### src/rtl/seq_shift_add_mult_if.sv
// Operand/result bundle for the sequential shift-and-add multiplier.
// The producer of operands uses master; the multiplier uses slave.
interface seq_shift_add_mult_if #(
    parameter int WIDTH = 4
);
    logic                 start;
    logic [WIDTH-1:0]     a;
    logic [WIDTH-1:0]     b;
    logic                 busy;
    logic                 done;
    logic [2*WIDTH-1:0]   product;

    modport master (
        output start, a, b,
        input  busy, done, product
    );

    modport slave (
        input  start, a, b,
        output busy, done, product
    );
endinterface

### src/rtl/seq_shift_add_mult.sv
// Unsigned WIDTH x WIDTH shift-and-add multiplier: one ripple-carry add and
// one right shift per cycle, 2*WIDTH-bit product after WIDTH iterations.
module seq_shift_add_mult #(
    parameter int WIDTH = 4
) (
    input  logic                 clk,
    input  logic                 rst,
    seq_shift_add_mult_if.slave  bus
);

    localparam int CNT_W = $clog2(WIDTH) + 1;
    localparam logic [CNT_W-1:0] LAST_STEP = CNT_W'(WIDTH - 1);

    typedef enum logic [1:0] {
        S_IDLE,
        S_RUN,
        S_DONE
    } state_t;

    state_t               state;
    logic [WIDTH-1:0]     mcand;
    logic [WIDTH-1:0]     acc_hi;
    logic [WIDTH-1:0]     acc_lo;
    logic [CNT_W-1:0]     count;
    logic                 busy_r;
    logic                 done_r;
    logic [2*WIDTH-1:0]   product_r;

    logic [WIDTH-1:0]     addend;
    logic [WIDTH:0]       sum;
    logic [2*WIDTH-1:0]   shifted;

    // Ripple-carry adder returning {carry_out, sum}.
    function automatic logic [WIDTH:0] rca_add(
        input logic [WIDTH-1:0] x,
        input logic [WIDTH-1:0] y,
        input logic             cin
    );
        logic [WIDTH-1:0] s;
        logic             c;
        c = cin;
        for (int i = 0; i < WIDTH; i++) begin
            s[i] = x[i] ^ y[i] ^ c;
            c    = (x[i] & y[i]) | (c & (x[i] ^ y[i]));
        end
        return {c, s};
    endfunction

    // Iteration datapath: the carry-out lands in the top bit after the shift.
    always_comb begin
        addend  = acc_lo[0] ? mcand : '0;
        sum     = rca_add(acc_hi, addend, 1'b0);
        shifted = {sum, acc_lo[WIDTH-1:1]};
    end

    always_ff @(posedge clk) begin
        if (rst) begin
            state     <= S_IDLE;
            busy_r    <= 1'b0;
            done_r    <= 1'b0;
            product_r <= '0;
            mcand     <= '0;
            acc_hi    <= '0;
            acc_lo    <= '0;
            count     <= '0;
        end else begin
            case (state)
                S_IDLE: begin
                    done_r <= 1'b0;
                    if (bus.start) begin
                        mcand  <= bus.a;
                        acc_hi <= '0;
                        acc_lo <= bus.b;
                        count  <= '0;
                        busy_r <= 1'b1;
                        state  <= S_RUN;
                    end
                end
                S_RUN: begin
                    {acc_hi, acc_lo} <= shifted;
                    count            <= count + 1'b1;
                    if (count == LAST_STEP) begin
                        product_r <= shifted;
                        done_r    <= 1'b1;
                        busy_r    <= 1'b0;
                        state     <= S_DONE;
                    end
                end
                S_DONE: begin
                    done_r <= 1'b0;
                    state  <= S_IDLE;
                end
                default: begin
                    busy_r <= 1'b0;
                    done_r <= 1'b0;
                    state  <= S_IDLE;
                end
            endcase
        end
    end

    assign bus.busy    = busy_r;
    assign bus.done    = done_r;
    assign bus.product = product_r;

endmodule

### src/flat_wrapper.sv
// flat-port wrapper written by rule: the top's interface ports become plain ports
module seq_shift_add_mult_flat 
#(
    parameter int WIDTH = 4
)
  (clk, rst, bus_start, bus_a, bus_b, bus_busy, bus_done, bus_product);
  seq_shift_add_mult_if #(.WIDTH(WIDTH)) bus_i ();
  input  logic clk;
  input  logic rst;
  input wire logic [$bits(bus_i.start)-1:0] bus_start;
  input wire logic [$bits(bus_i.a)-1:0] bus_a;
  input wire logic [$bits(bus_i.b)-1:0] bus_b;
  output wire logic [$bits(bus_i.busy)-1:0] bus_busy;
  output wire logic [$bits(bus_i.done)-1:0] bus_done;
  output wire logic [$bits(bus_i.product)-1:0] bus_product;
  assign bus_i.start = bus_start;
  assign bus_i.a = bus_a;
  assign bus_i.b = bus_b;
  assign bus_busy = bus_i.busy;
  assign bus_done = bus_i.done;
  assign bus_product = bus_i.product;
  seq_shift_add_mult #(.WIDTH(WIDTH)) u_core (.clk(clk), .rst(rst), .bus(bus_i));
endmodule
### config.mk
export PLATFORM = sky130hd
export DESIGN_NAME = seq_shift_add_mult_flat
export DESIGN_NICKNAME = d
export VERILOG_FILES = /design/src/rtl/seq_shift_add_mult_if.sv /design/src/rtl/seq_shift_add_mult.sv /design/src/flat_wrapper.sv
export SDC_FILE = /design/constraint.sdc
export NUM_CORES = 1
export LEC_CHECK = 0
export ABC_CLOCK_PERIOD_IN_PS = 4100
export CAP_MARGIN = 30
export CORE_MARGIN = 1.5
export CORE_UTILIZATION = 50
export CTS_CLUSTER_SIZE = 16
export DETAILED_ROUTE_END_ITERATION = 7
export PLACE_DENSITY_LB_ADDON = 0.05
export SKIP_LAST_GASP = 1
export SYNTH_ARGS = -nofsm -noshare
export SYNTH_HDL_FRONTEND = slang
export SYNTH_SLANG_ARGS = --single-unit
### constraint.sdc
create_clock -name clk -period 4.1 [get_ports clk]
set_input_delay 0.41 -clock clk [delete_from_list [all_inputs] [get_ports clk]]
set_output_delay 0.41 -clock clk [all_outputs]
set_load 0.1 [all_outputs]
==> qor.txt <==
sequential share of power: 60.9%
hold_ws: 0.471 ns
number of CTS-inserted buffers: 3
layout overhead on the synthesized area: 18.9%
DR pass1 iterations: 4
Hold Path Sink: u_core.mcand[0]$_SDFFE_PP0P_
Global Route Usage Sum: 17.6%
Post-Syn Instances: 122
asr flop ratio synth: 0%
total negative setup slack: 0 ns
first-pass GRT wire length: 3620 um
drt initial violations: 9
Worst EP required: 4.31 ns
reg-to-reg critical path endpoint: u_core.acc_hi[2]$_SDFFE_PP0P_
pwr dens: 316 mW/mm^2
period utilization: 59.3%
die area: 0.00275 mm^2
Post-route DRC: 0
Final Max Slew Viols: 0
largest family of logic cells by synthesized area: simple AND/OR/NAND/NOR gates
placed insts: 163
crit path kind: reg -> reg
Die Y: 52.4 um
Worst-path clk slew: 0.15 ns
Vias: 850
Yosys reg bits: 27
grt total ovfl: 0
Mapped Area: 0.00122 mm^2
fraction of layout instances using a drive strength above 1: 12.9%
internal power: 0.340 mW
vias per cell: 5.09
antenna-violating nets left: 0
num rows: 17
cells taking the most area after synthesis: dfxtp_1 44%, nor2_1 5.5%, fa_1 4.9%
Worst-Margin Slew: 0.966 ns
Synthesis Warnings: 0
gpl congestion: 0.797
HPWL Detailed: 1520 um
final setup violation count: 0
Core ar.: 0.00225 mm^2
RSZ-0062 raised after global routing: false
minimum clock period: 2.43 ns
Net Switching: 0.120 mW
register area share after synthesis: 44.3%
Setup Buffers After CTS: 0
routed wire length: 2100 um
hold_sp: u_core.mcand[0]$_SDFFE_PP0P_
clock sink count: 27
CTS tree: yes
pre-CTS setup slack: 1.67 ns
die outline width: 52.4 um
ys flop type: dfxtp_1
Initial Util: 54.2%
Pleak: 0.506 nW
post-CTS sizing: 0
Post-Route Skew: 0.00785 ns
Clk pwr share: 24.8%
hold path cells: 2
reg2reg path depth: 8
Root Driver: clkbuf_4
H-tree Lvls: 1
post-layout util: 64.4%
ant diodes: 0
Mean Syn Cell Area: 10.0 um^2
number of flops mapped to enable cells by yosys: 0
count of cell types in the netlist: 31
area fraction of the dominant cell type after synthesis: 44.3%
maximum net fanout on the critical path: 5
number of global-route vias before repair: 815
Max-cap violations: 0
Wirelength per Cell: 12.6 um
largest net degree at the start of global routing: 21
Nets: 157
switching share of power: 26.1%
Non-Filler Instances: 167
CP Capture Type: flip-flop
Synth Area in Compound Gates: 17.1%
clock latency on the worst-skew pair: 0.32 ns
XOR/XNOR Fraction of Synth Area: 0%
FMAX: 412 MHz
initial antenna violation count: 0
Combinational Power Share: 14.3%
most frequent cells after synthesis: 27 x dfxtp_1, 18 x nor2_1, 11 x nand2_1
max_slew headroom: 35.4%
count leader, synth: dfxtp_1
R2R setup slack: 1.67 ns
CTS max path bufs: 2
min-delay worst type: reg -> reg
FF-to-FF Start: u_core.acc_lo[0]$_SDFFE_PP0P_
Max VDD drop: 0.205 mV
Port-buffer cells: 20
Final WS setup: 1.67 ns
mux cell area share after synthesis: 4.10%
hold_buf cts: 0
Hold Fails Final Rpt: 0
Simple-Gate Fraction of Synth Area: 19.3%
status: finished clean
crit path DAT: 2.64 ns
CP Launch Type: flip-flop
top cell type by total area after synthesis: dfxtp_1
I/O pin total: 21
Syn Nets: 139
Synth Area in Adders: 7.99%
==> worst max-delay path, cell delays in order, from the launching register on <==
cell and delay, ns:
dfxtp_1 0.46, and2_1 0.16, ha_1 0.14, inv_1 0.05, fa_1 0.37, fa_1 0.38
fa_1 0.53, a2bb2oi_1 0.18, nor2_1 0.06
==> flip-flops by register name (all words and copies together) (netlist names) <==
name                count
u_core.bus.product      8
u_core.count            3
u_core.bus.done         1
u_core.mcand            4
u_core.acc_hi           4
u_core.bus.busy         1
u_core.state            2
u_core.acc_lo           4
==> per-stage QoR <==
step           power, mW  instance area [um^2]
2_1_floorplan      0.332                  1220
3_3_place_gp       0.348                  1390
3_5_place_dp       0.352                  1420
4_1_cts            0.466                  1450
5_1_grt            0.485                  1450
6_report           0.459                  1450
==> routing by layer <==
layer,up-vias,part of all wire (%),track usage [%],routed length [um]
met2,15,44,28.7,932
li1,442,-,-,-
met4,0,0.43,5.13,9
met5,-,0,0,0
met1,391,51,23.9,1070
met3,2,4.2,2.86,89
==> power by group through the flow <==
| stage | clock, mW | combinational (mW) | sequential, mW |
|---|---|---|---|
| floorplan | 0 | 0.0398 | 0.292 |
| global placement | 0 | 0.0627 | 0.285 |
| detailed placement | 0 | 0.0664 | 0.285 |
| CTS | 0.120 | 0.0665 | 0.280 |
| global route | 0.132 | 0.0720 | 0.281 |
| finish | 0.114 | 0.0657 | 0.280 |
==> layout make-up <==
type,instances,area [um^2]
Multi-Input combinational cell,80,592
Tap cell,28,35.0
Fill cell,197,803
Sequential cell,27,541
Clock inverter,1,7.51
Clock buffer,3,22.5
Inverter,7,26.3
Timing Repair Buffer,21,228
==> layout by cell type, fill, tap and decap left out, drive strengths merged <==
cell / netlist / layout
and3b: 1 / 1
a21oi: 5 / 5
clkdlybuf4s50: 0 / 20
fa: 3 / 3
buf: 7 / 1
inv: 7 / 7
or2b: 1 / 1
o21bai: 1 / 1
nor2: 22 / 22
a211oi: 5 / 5
clkinvlp: 0 / 1
or3b: 1 / 1
nor3b: 1 / 1
mux2i: 5 / 5
nand2b: 4 / 4
a22oi: 1 / 1
ha: 3 / 3
nor3: 1 / 1
nand2: 11 / 11
a21o: 1 / 1
clkbuf: 1 / 3
and2: 1 / 1
a2111oi: 4 / 4
a2bb2oi: 5 / 5
nor2b: 4 / 4
dfxtp: 27 / 27
==> worst max-delay path by stage <==
| stage | slack [ns] | end | cells past startpoint | from |
|---|---|---|---|---|
| finish | 1.67 | u_core.acc_hi[2]$_SDFFE_PP0P_ | 8 | u_core.acc_lo[0]$_SDFFE_PP0P_ |
| global route | 1.53 | u_core.acc_hi[2]$_SDFFE_PP0P_ | 8 | u_core.acc_lo[0]$_SDFFE_PP0P_ |
| CTS | 1.65 | u_core.acc_hi[2]$_SDFFE_PP0P_ | 8 | u_core.acc_lo[0]$_SDFFE_PP0P_ |
| detailed placement | 1.67 | u_core.acc_hi[2]$_SDFFE_PP0P_ | 8 | u_core.acc_lo[0]$_SDFFE_PP0P_ |
| global placement | 1.73 | u_core.acc_hi[2]$_SDFFE_PP0P_ | 8 | u_core.acc_lo[0]$_SDFFE_PP0P_ |
| floorplan | 1.81 | u_core.acc_hi[2]$_SDFFE_PP0P_ | 8 | u_core.acc_lo[0]$_SDFFE_PP0P_ |
==> cell families after synthesis <==
group	after synthesis
adder cells (fa/ha/maj)	6
AO/OA/AOI/OAI	22
multiplexers	5
flip-flops	27
AND/OR/NAND/NOR	47
buffers and inverters	15
Power figures use the tool's default switching activity.
